<file path="config.mk">
export PLATFORM = sky130hd
export DESIGN_NAME = lsu_mem_frontend
export DESIGN_NICKNAME = d
export VERILOG_FILES = /design/src/rtl/lsu_pkg.sv /design/src/rtl/lsu_lane_align.sv /design/src/rtl/lsu_mem_frontend.sv
export SDC_FILE = /design/constraint.sdc
export NUM_CORES = 1
export LEC_CHECK = 0
export CORE_AREA = 3 3 127 129
export CTS_CLUSTER_SIZE = 30
export DETAILED_ROUTE_END_ITERATION = 12
export DIE_AREA = 0 0 130 132
export HOLD_SLACK_MARGIN = 0.08
export PLACE_DENSITY_LB_ADDON = 0.05
export SLEW_MARGIN = 15
export SYNTH_ARGS = -nofsm -noshare
export SYNTH_HDL_FRONTEND = slang
export SYNTH_SLANG_ARGS = --single-unit
</file>
<file path="constraint.sdc">
create_clock -name clk -period 1.9 [get_ports clk]
set_input_delay 0.19 -clock clk [delete_from_list [all_inputs] [get_ports clk]]
set_output_delay 0.19 -clock clk [all_outputs]
set_load 0.01 [all_outputs]
</file>
<file path="src/rtl/lsu_pkg.sv">
// Shared encodings and helpers for the load/store memory front end.
package lsu_pkg;

    typedef enum logic [1:0] {
        SZ_B = 2'd0,
        SZ_H = 2'd1,
        SZ_W = 2'd2,
        SZ_X = 2'd3
    } lsu_size_e;

    localparam logic [1:0] ST_IDLE   = 2'd0;
    localparam logic [1:0] ST_WAIT   = 2'd1;
    localparam logic [1:0] ST_ACCESS = 2'd2;
    localparam logic [1:0] ST_RESP   = 2'd3;

    localparam logic [3:0] LANE_B = 4'b0001;
    localparam logic [3:0] LANE_H = 4'b0011;
    localparam logic [3:0] LANE_W = 4'b1111;

    // Halves must sit on even bytes and words on word boundaries; bytes never misalign.
    function automatic logic is_misaligned(input logic [1:0] size, input logic [1:0] off);
        logic mis;
        case (size)
            SZ_H:    mis = off[0];
            SZ_W:    mis = (off != 2'b00);
            default: mis = 1'b0;
        endcase
        return mis;
    endfunction

endpackage

</file>
<file path="src/rtl/lsu_lane_align.sv">
// Byte-lane steering: store mask/data shifting and load extract/extension.
module lsu_lane_align
    import lsu_pkg::*;
(
    input  logic        wen,
    input  logic [1:0]  size,
    input  logic [1:0]  offset,
    input  logic        sign_ext,
    input  logic [31:0] wdata,
    input  logic [31:0] rdata,
    output logic [3:0]  wmask,
    output logic [31:0] wdata_sh,
    output logic [31:0] rdata_ext
);

    logic [4:0]  sh;
    logic [31:0] rshift;

    always_comb begin
        sh       = {offset, 3'b000};
        wdata_sh = wdata << sh;
        rshift   = rdata >> sh;

        wmask = 4'b0000;
        if (wen) begin
            case (size)
                SZ_B:    wmask = LANE_B << offset;
                SZ_H:    wmask = LANE_H << offset;
                SZ_W:    wmask = LANE_W;
                default: wmask = 4'b0000;
            endcase
        end

        case (size)
            SZ_B:    rdata_ext = {{24{sign_ext & rshift[7]}}, rshift[7:0]};
            SZ_H:    rdata_ext = {{16{sign_ext & rshift[15]}}, rshift[15:0]};
            default: rdata_ext = rshift;
        endcase
    end

endmodule

</file>
<file path="src/rtl/lsu_mem_frontend.sv">
// Single-outstanding load/store front end feeding a one-cycle memory port,
// with an optional latency counter in front of the access.
module lsu_mem_frontend
    import lsu_pkg::*;
#(
    parameter int WAIT_CYCLES = 0,
    parameter int CNT_W       = 4
) (
    input  logic        clk,
    input  logic        rst_n,
    input  logic        req_valid,
    output logic        req_ready,
    input  logic        req_wen,
    input  logic [31:0] req_addr,
    input  logic [31:0] req_wdata,
    input  logic [1:0]  req_size,
    input  logic        req_signed,
    output logic        resp_valid,
    input  logic        resp_ready,
    output logic [31:0] resp_rdata,
    output logic        resp_err,
    output logic        mem_valid,
    output logic        mem_wen,
    output logic [31:0] mem_raddr,
    output logic [31:0] mem_waddr,
    output logic [31:0] mem_wdata,
    output logic [7:0]  mem_wmask,
    input  logic [31:0] mem_rdata
);

    logic [1:0]       state;
    logic [CNT_W-1:0] cnt;
    logic             wen_q;
    logic             signed_q;
    logic [31:0]      addr_q;
    logic [31:0]      wdata_q;
    logic [1:0]       size_q;
    logic [3:0]       wmask;
    logic [31:0]      wdata_sh;
    logic [31:0]      rdata_ext;

    lsu_lane_align u_align (
        .wen      (wen_q),
        .size     (size_q),
        .offset   (addr_q[1:0]),
        .sign_ext (signed_q),
        .wdata    (wdata_q),
        .rdata    (mem_rdata),
        .wmask    (wmask),
        .wdata_sh (wdata_sh),
        .rdata_ext(rdata_ext)
    );

    // Bad requests bypass memory entirely and answer straight from IDLE.
    always_ff @(posedge clk or negedge rst_n) begin
        if (!rst_n) begin
            state      <= ST_IDLE;
            cnt        <= '0;
            wen_q      <= 1'b0;
            signed_q   <= 1'b0;
            addr_q     <= '0;
            wdata_q    <= '0;
            size_q     <= 2'b00;
            resp_rdata <= '0;
            resp_err   <= 1'b0;
        end else begin
            case (state)
                ST_IDLE: begin
                    if (req_valid) begin
                        wen_q    <= req_wen;
                        signed_q <= req_signed;
                        addr_q   <= req_addr;
                        wdata_q  <= req_wdata;
                        size_q   <= req_size;
                        if (req_size == SZ_X || is_misaligned(req_size, req_addr[1:0])) begin
                            resp_err   <= 1'b1;
                            resp_rdata <= '0;
                            state      <= ST_RESP;
                        end else if (WAIT_CYCLES == 0) begin
                            state <= ST_ACCESS;
                        end else begin
                            cnt   <= CNT_W'(WAIT_CYCLES);
                            state <= ST_WAIT;
                        end
                    end
                end
                ST_WAIT: begin
                    cnt <= cnt - CNT_W'(1);
                    if (cnt == CNT_W'(1)) begin
                        state <= ST_ACCESS;
                    end
                end
                ST_ACCESS: begin
                    resp_err   <= 1'b0;
                    resp_rdata <= wen_q ? 32'h0 : rdata_ext;
                    state      <= ST_RESP;
                end
                ST_RESP: begin
                    if (resp_ready) begin
                        state <= ST_IDLE;
                    end
                end
                default: state <= ST_IDLE;
            endcase
        end
    end

    // Strobes decode straight from the state register so they cannot glitch.
    always_comb begin
        req_ready  = (state == ST_IDLE);
        resp_valid = (state == ST_RESP);
        mem_valid  = (state == ST_ACCESS);
        mem_wen    = (state == ST_ACCESS) & wen_q;
        mem_raddr  = {addr_q[31:2], 2'b00};
        mem_waddr  = {addr_q[31:2], 2'b00};
        mem_wdata  = wdata_sh;
        mem_wmask  = {4'b0000, wmask};
    end

endmodule

</file>
Yosys cells after proc, flatten, opt, wreduce, memory -nomap -nowiden
Cells that the tools add are included.

cells by class
  add/subtract/negate cells = 1
  equal/unequal tests = 13
  shift operators = 4
  muxes and demuxes = 18
  bitwise operators = 3
  reductions and logical operators = 8

operators by type and width
  operator                                             number
  case mux 32 bit (2 select lines)                     2
  2-to-1 mux 32 bit                                    3
  << shifter 32 x 5 -> 32 bit                          1
  >> shifter 32 x 5 -> 32 bit                          1
  case mux 4 bit (3 select lines)                      1
  equality test 2 bit, second input constant           5
  case mux 2 bit (4 select lines)                      1
  equality test 2 x 1 -> 1 bit, second input constant  3
  2-to-1 mux 2 bit                                     3
  AND reduction 3 bit                                  2
  2-to-1 mux 1 bit                                     5
  equality test 4 x 1 -> 1 bit, second input constant  1
  zero test 2 bit                                      2
  2-to-1 mux 4 bit                                     1
  != test 2 x 1 -> 1 bit, second input constant        2
  != test 2 bit, second input constant                 2
  case mux 1 bit (2 select lines)                      2
  nonzero test 2 bit                                   2
  << shifter 1 x 2 -> 4 bit, first input constant      1
  << shifter 2 x 2 -> 4 bit, first input constant      1
  subtractor 4 x 1 -> 4 bit, second input constant     1
  AND 1 bit                                            3
  AND reduction 2 bit                                  1
  logical OR 1 bit                                     1

word-level totals
  register bits = 107
  input bits = 104
  word-level logic and storage cells = 56

Depth between registers and ports, before layout
Gate-level depths: netlist of the first run.

  word-level depth = 8
  mapped depth = 7
  gate-level depth less buffers = 6

Modules after synthesis
From an unflattened synthesis of the first run, not the netlist that was laid out.

second synthesis, totals
  cell total of the unflattened synthesis = 544
  area total of the unflattened synthesis = 6,113.4 um^2

modules (own cells, without submodules)
  module            instances  cells an instance  area an instance (um^2)  sequential area each (um^2)
  lsu_mem_frontend  1          331                4,613.2                  2,677.6
  lsu_lane_align    1          213                1,500.2                  0.0

Least setup slack after synthesis of the first run
No wires, ideal clock.

  path kind = register -> output
  start point = reg addr_q[0]
  end point = out mem_wmask[3]
  arrival = 1,492 ps
  required time = 1,710 ps
  setup slack = 218 ps
  cell stages (with the launch flop) = 7
  buffers on the path = 4
  cell sequence = dfrtp_1 buf_2 buf_2 buf_4 buf_2 o21ai_0 a21oi_1

on the way
  word-level cells in the longest chain between the ends = 3

RTL lines
  element                                                                 RTL line                                    RTL
  from (decl)                                                             lsu_mem_frontend.sv:35                      logic [31:0] addr_q;
  from (signal assigned)                                                  lsu_mem_frontend.sv:72                      addr_q <= req_addr;
  << shifter 2 x 2 -> 4 bit or << shifter 1 x 2 -> 4 bit (tied branches)  lsu_lane_align.sv:28, lsu_lane_align.sv:27
  case mux 4 bit (3 select lines) (*)                                     lsu_lane_align.sv:26                        case (size)
  2-to-1 mux 4 bit (*)                                                    lsu_lane_align.sv:25                        if (wen) begin
  to (decl)                                                               lsu_mem_frontend.sv:27                      output logic [7:0] mem_wmask,

Mark *: on every way between the ends. The rest lies on a longest branch, timed or not.

Final worst setup path of the first run
  start point = reg addr_q[0]
  end point = out mem_wdata[31]

on the way
  word-level cells in the longest chain between the ends = 1

RTL lines
  element                      RTL line                RTL
  << shifter 32 x 5 -> 32 bit  lsu_lane_align.sv:21    wdata_sh = wdata << sh;
  to (decl)                    lsu_mem_frontend.sv:26  output logic [31:0] mem_wdata,

No other way between the ends.

==> summary.txt, run 1 <==
Synth
  • Register area share after synthesis: between 40% and 50%
  • Register bit count reported by yosys: approximately 110
  • Post-Synthesis Cell Area: around 5800 µm²
  • Syn_area_per_cell: between 10 and 15 µm²
  • Post-Syn Instances: 530
  • Synth warn: 0
  • Synth area leaders: dfrtp_1 (46%), mux2_1 (13%), buf_4 (8.9%), mux2i_1 (7.0%), nand2_1 (1.9%)
  • Async SR Flop Fraction: 100.0%
  • Post-synth top cells: dfrtp_1 (107), buf_4 (69), mux2_1 (66)
  • Area leader, netlist: dfrtp_1
  • Synth cell types: 46
  • Dominant synthesized flop cell: dfrtp_1
  • Cell with the most instances after synthesis: dfrtp_1
  • EDFF count, synth: 0
  • Post-synth top area share: ~46%

Clock tree
  • CTS H-tree depth: 3
  • Clk buf depth: 2
  • Clk sink count: between 100 and 150
  • TritonCTS buffer count: 9
  • Clock root buffer: clkbuf_16
  • Clock transition at path regs: ~70 ps
  • Worst-skew pair later-pin latency: approximately 340 ps
  • CTS tree: done

Die
  • Initial core utilization: between 30% and 40%
  • Chip Width: roughly 130 µm
  • Core Box Area: ~15000 µm²
  • Die area: approximately 17000 µm²
  • Die H: roughly 130 µm
  • Top Ports: approximately 250
  • Core Rows: 45

Detailed routing
  • Vias: approximately 4600
  • Starting DRT DRC Count: 186
  • Post-Route WL: around 16000 µm
  • Drt first pass iters: 4
  • Final ANT Viol Nets: 0
  • Via density: slightly above 5
  • Drt wl/cell: about 17 µm
  • Drt drc: 0

Timing
  • Max Freq: 529.3 MHz
  • Setup TNS: 0 ps
  • Unrepaired setup endpoints after global routing: true
  • Final Max Tran Viols: 0
  • Final Skew: roughly 9 ps
  • Final setup viols: 0
  • Minimum clock period: 1889 ps
  • Period utilization: between 90% and 100%
  • Final hold viol count: 0

Critical path
  • Cells along the critical path: buf_12, nor2b_1, a211oi_1, a21oi_1, dlygate4sd2_1
  • CP endpoint kind: output port
  • CP max FO: 24
  • Worst path slowest cell: dfrtp_4
  • CP max stage delay: roughly 470 ps
  • CP required: approximately 1700 ps
  • Critical Path AT: between 1500 and 2000 ps
  • Crit Path Class: flip-flop to output port
  • Startpoint Class: flip-flop

Final layout
  • Non-Filler Instances: just over 900
  • Filler instances: ~1300
  • Nets@finish: just over 800
  • Final Util: a little under three fifths
  • Area growth from synthesis to layout: 45.08%
  • Final Cell Area: between 8000 and 9000 µm²
  • Ratio of cells with drive above 1 in the final layout: a little over an eighth
  • ANT cells: 0

GRT
  • Vias in the first global route: ~4800
  • Remaining Overflow, GRT: 0
  • Largest net degree at the start of global routing: between 40 and 50
  • Total track usage: 18.43%
  • Global-route wire length before repair: ~25000 µm
  • Antenna violations before repair: 0

Min path
  • Worst min path class: input pin to async pin

Power and ir drop
  • Worst VDD drop: roughly 1.1 mV
  • Power per cell area: 1660 nW/µm²
  • Leakage: approximately 3.7 nW

Place
  • Detailed placement HPWL: 11770 µm
  • Placed cells: 887
  • GP Congestion: around 0.83
  • Port bufs: around 240
  • Post-placement cell area: roughly 8100 µm²

Job
  • Max_cap viols: 0

Status
  • Status: finished, final reports clean
-- metrics by stage --
stage	worst slack (ps)	hold slack, ps	total power [W]
after global placement	-268.7	162.4	0.01222
after floorplan	217.6	-105.6	0.008841
after CTS	-59.91	330.3	0.01414
final	10.77	338.9	0.01404
after global routing	-68.71	362.7	0.01503
after detailed placement	-303.1	166.6	0.01232
-- placed cells by master, fill, tap and decap left out, drive strengths merged, types with 5 or more instances in the layout --
cell,n
a211oi,9
and2,11
a221o,8
mux2,67
o2bb2ai,8
conb,8
dlygate4sd2,17
a21oi,21
nand3b,8
nor2,28
clkbuf,21
dfrtp,107
nand2,29
ha,5
clkdlybuf4s50,198
mux2i,41
nor2b,10
a211o,8
buf,51
inv,9
a32o,7
o21ai,23
-- area by class of cell --
class,instances,area (µm²),area share [%]
inverter,9,33.78,0.3993
clock inverter,2,35.03,0.4141
multi-input combinational,316,2517,29.75
sequential,107,2685,31.74
timing repair buffer,278,2694,31.84
clock buffer,13,260.3,3.076
tap,188,235.2,2.780
-- report_power, final --
| part | internal, W | total [W] | switching, W |
|---|---|---|---|
| Combinational | 0.00438 | 0.00802 | 0.00364 |
| Clock | 0.00109 | 0.00189 | 0.000803 |
| Sequential | 0.00333 | 0.00413 | 0.000805 |
-- flip-flops by register name, summed over array words and instances, names as in the netlist --
name and cells:
signed_q 1, size_q 2, state 2, resp_rdata 32, wen_q 1, resp_err 1, addr_q 32, cnt 4
wdata_q 32
-- cells by family (layout without fill, tap and decap cells) --
family,Yosys count,in the layout,synth area share [%]
buffers and inverters,114,302,12.40
flip-flops,107,107,45.91
AO/OA/AOI/OAI,92,92,11.35
multiplexers,109,109,20.42
AND/OR/NAND/NOR,98,98,8.174
other,1,8,0.06430
adder cells (fa/ha/maj),5,5,1.073
XOR/XNOR,4,4,0.6008
-- critical path, delay by kind of cell (launching register included) --
kind	cells	cell delay, ps
AO/OA/AOI/OAI	2	330
flip-flops	1	470
AND/OR/NAND/NOR	1	60
buffers and inverters	2	490
-- worst paths after layout --
check	startpoint	end	slack [ps]	depth (start not counted)
hold reg to reg	cnt[3]	cnt[3]	470	1
setup / recovery	addr_q[0]	mem_wdata[31]	10	5
setup reg to reg	addr_q[0]	resp_rdata[26]	90	6
hold / removal	rst_n	addr_q[22]	340	2
max in group asynchronous	rst_n	addr_q[0]	960	3
min in group clk	req_signed	signed_q	440	2
-- layer usage --
| layer | global-route usage [%] | up-vias | part of all wire, % |
|---|---|---|---|
| met5 | 0 | - | 0 |
| met4 | 5.081 | 0 | 1.7 |
| met3 | 5.713 | 17 | 8.4 |
| met2 | 30.74 | 191 | 49 |
| met1 | 23.01 | 2231 | 41 |
| li1 | - | 2162 | - |
-- repair_timing --
| item | 4_1_cts | 5_1_grt |
|---|---|---|
| gates resized for setup | 85 | 30 |
| pin swaps | 1 | 2 |
| cloned | 1 | 0 |
| endpoints found under the setup margin | 38 | 44 |
| buffers inserted | 3 | 7 |
| hold buffers | 1 | 0 |
| endpoints found under the hold margin | 29 | 0 |
Power figures use the tool's default switching activity.
==> inputs of run 2 (changes only) <==
--- a/config.mk
+++ b/config.mk
@@ -9,7 +9,7 @@
 export CTS_CLUSTER_SIZE = 30
 export DETAILED_ROUTE_END_ITERATION = 12
 export DIE_AREA = 0 0 130 132
-export HOLD_SLACK_MARGIN = 0.08
+export MAX_ROUTING_LAYER = met4
 export PLACE_DENSITY_LB_ADDON = 0.05
 export SLEW_MARGIN = 15
 export SYNTH_ARGS = -nofsm -noshare
==> run 2 against run 1 <==
Fmax barely moved. Cell count unchanged. Setup slack improved by 1.8 ps. Clock-buffer cell count unchanged. Via count increased by 0.72%. Sequential power is essentially flat. Highest routed layer unchanged.
==> summary.txt, run 2 (synthesis results as in run 1) <==
Critical path
  • Cells along the critical path: buf_12, nor2b_1, a211oi_1, a21oi_1, dlygate4sd2_1
  • Setup crit start: addr_q[0]
  • R2r worst-path depth: 6
  • R2R Setup Slk: around 90 ps
  • CP max stage delay: 460 ps
  • R2r startpoint: addr_q[0]
  • Critical Path Stages: 5
  • Crit path max-delay family: buffers and inverters
  • Startpoint Class: flip-flop
  • Buf/Inv on CP: 2
  • CP max FO: 24
  • Critical Path AT: about 1700 ps
  • CP endpoint kind: output port
  • CP required: approximately 1700 ps
  • Worst path slowest cell: dfrtp_4
  • Crit Path Class: flip-flop to output port
  • Worst r2r dst: resp_rdata[26]

Detailed routing
  • Drt wl/cell: ~17 µm
  • Post-Route WL: between 15000 and 20000 µm
  • Vias: around 4600
  • Final ANT Viol Nets: 0
  • Via density: just over 5
  • Starting DRT DRC Count: approximately 180
  • Drt first pass iters: 4
  • Drt drc: 0

Clock tree
  • CTS H-tree depth: 3
  • TritonCTS buffer count: 9
  • Clock root buffer: clkbuf_16
  • Clock transition at path regs: roughly 70 ps
  • Worst-skew pair later-pin latency: ~350 ps
  • Clk sink count: around 110
  • Clk buf depth: 2
  • CTS tree: done

Final layout
  • Most frequent cells in the layout: clkdlybuf4s50_1 (198), dfrtp_1 (103), mux2_1 (66)
  • ANT cells: 0
  • Largest regs: addr_q (32), resp_rdata (32), wdata_q (32)
  • Nets@finish: between 800 and 900
  • Area growth from synthesis to layout: 45.08%
  • Final Cell Area: 8461 µm²
  • Ratio of cells with drive above 1 in the final layout: roughly 13%
  • Commonest non-fill, non-tap cell in the layout: clkdlybuf4s50_1

Die
  • Chip Width: 130 µm
  • Initial core utilization: ~39%
  • Core Rows: 45
  • Core Box Area: around 15000 µm²
  • Die area: 17160 µm²
  • Top Ports: between 200 and 250
  • Die H: approximately 130 µm

GRT
  • Largest net degree at the start of global routing: 42
  • Remaining Overflow, GRT: 0
  • Antenna violations before repair: 0
  • Global-route wire length before repair: around 25000 µm
  • Total track usage: a little under a fifth
  • Vias in the first global route: about 4800

Min path
  • Worst min path class: input pin to async pin

Timing
  • Max Freq: around 530 MHz
  • Final hold viol count: 0
  • Final setup viols: 0
  • Final Skew: ~10 ps
  • Minimum clock period: 1887 ps
  • Unrepaired setup endpoints after global routing: true
  • Period utilization: a little under 100%
  • Final Max Tran Viols: 0

Place
  • Post-placement cell area: between 8000 and 9000 µm²
  • GP Congestion: approximately 0.84
  • Detailed placement HPWL: approximately 12000 µm
  • Port bufs: about 240

Power and ir drop
  • Power per cell area: 1662 nW/µm²
  • Pwr Total: between 0.01 and 0.015 W
  • Worst VDD drop: between 1 and 1.5 mV
  • Leakage: 3.740 nW

Status
  • Status: finished, final reports clean

Job
  • Max_cap viols: 0
-- run 2: cell counts in the layout (fill, tap and decap cells not counted) --
Identical to the previous run, type by type.
-- run 2: worst register-to-register path: stages (launching register included) --
cell and delay (ps):
dfrtp_4 520, buf_4 190, xor2_1 170, a221oi_2 310
a211oi_4 80, buf_12 160, a221o_1 270
-- run 2: worst max-delay path by stage --
stage | end | slack [ps]
2_1_floorplan | mem_wmask[3] | 220
3_3_place_gp | resp_rdata[30] | -270
3_5_place_dp | resp_rdata[26] | -300
4_1_cts | mem_wdata[0] | -60
5_1_grt | mem_wdata[31] | -70
6_report | mem_wdata[31] | 10
-- run 2: per-stage QoR --
stage | utilization, % | setup TNS [ps] | setup slack, ps | cells | hold WS, ps
2_1_floorplan | - | 0 | 217.6 | 537 | -105.6
3_3_place_gp | 53.42 | -6335 | -268.7 | 887 | 162.4
3_5_place_dp | 53.42 | -7077 | -303.1 | 887 | 166.6
4_1_cts | 55.55 | -151.6 | -59.91 | 907 | 330.3
5_1_grt | 55.86 | -434.1 | -68.69 | 913 | 362.7
6_report | 55.86 | 0 | 12.61 | 913 | 336.8
-- run 2: area by class of cell --
type                    instances  area [µm²]
clock buffers                  13       260.3
clock inverters                 2       35.03
fillers                      1330        6685
inverters                       9       33.78
multi-input cells             316        2517
flip-flops and latches        107        2685
well taps                     188       235.2
repair buffers                278        2694
-- run 2: report_power, final --
group          switching, W  internal [W]
logic               0.00364       0.00438
clock network      0.000809       0.00109
registers          0.000810       0.00333
-- run 2: metal layers --
layer	GRT usage, %	up-vias	wire length, µm
li1	-	2163	-
met1	23.40	2260	6696
met2	30.77	192	7730
met3	5.065	19	1240
met4	5.081	0	273
met5	-	-	0
-- run 2: timing repair --
action                                  in CTS  in global routing
endpoints found under the setup margin      38                 45
resized for setup                           85                 30
cloned                                       1                  0
pin swaps                                    1                  2
hold endpoints to repair                    29                  0
hold buffers                                 1                  0
buffers inserted                             3                  7
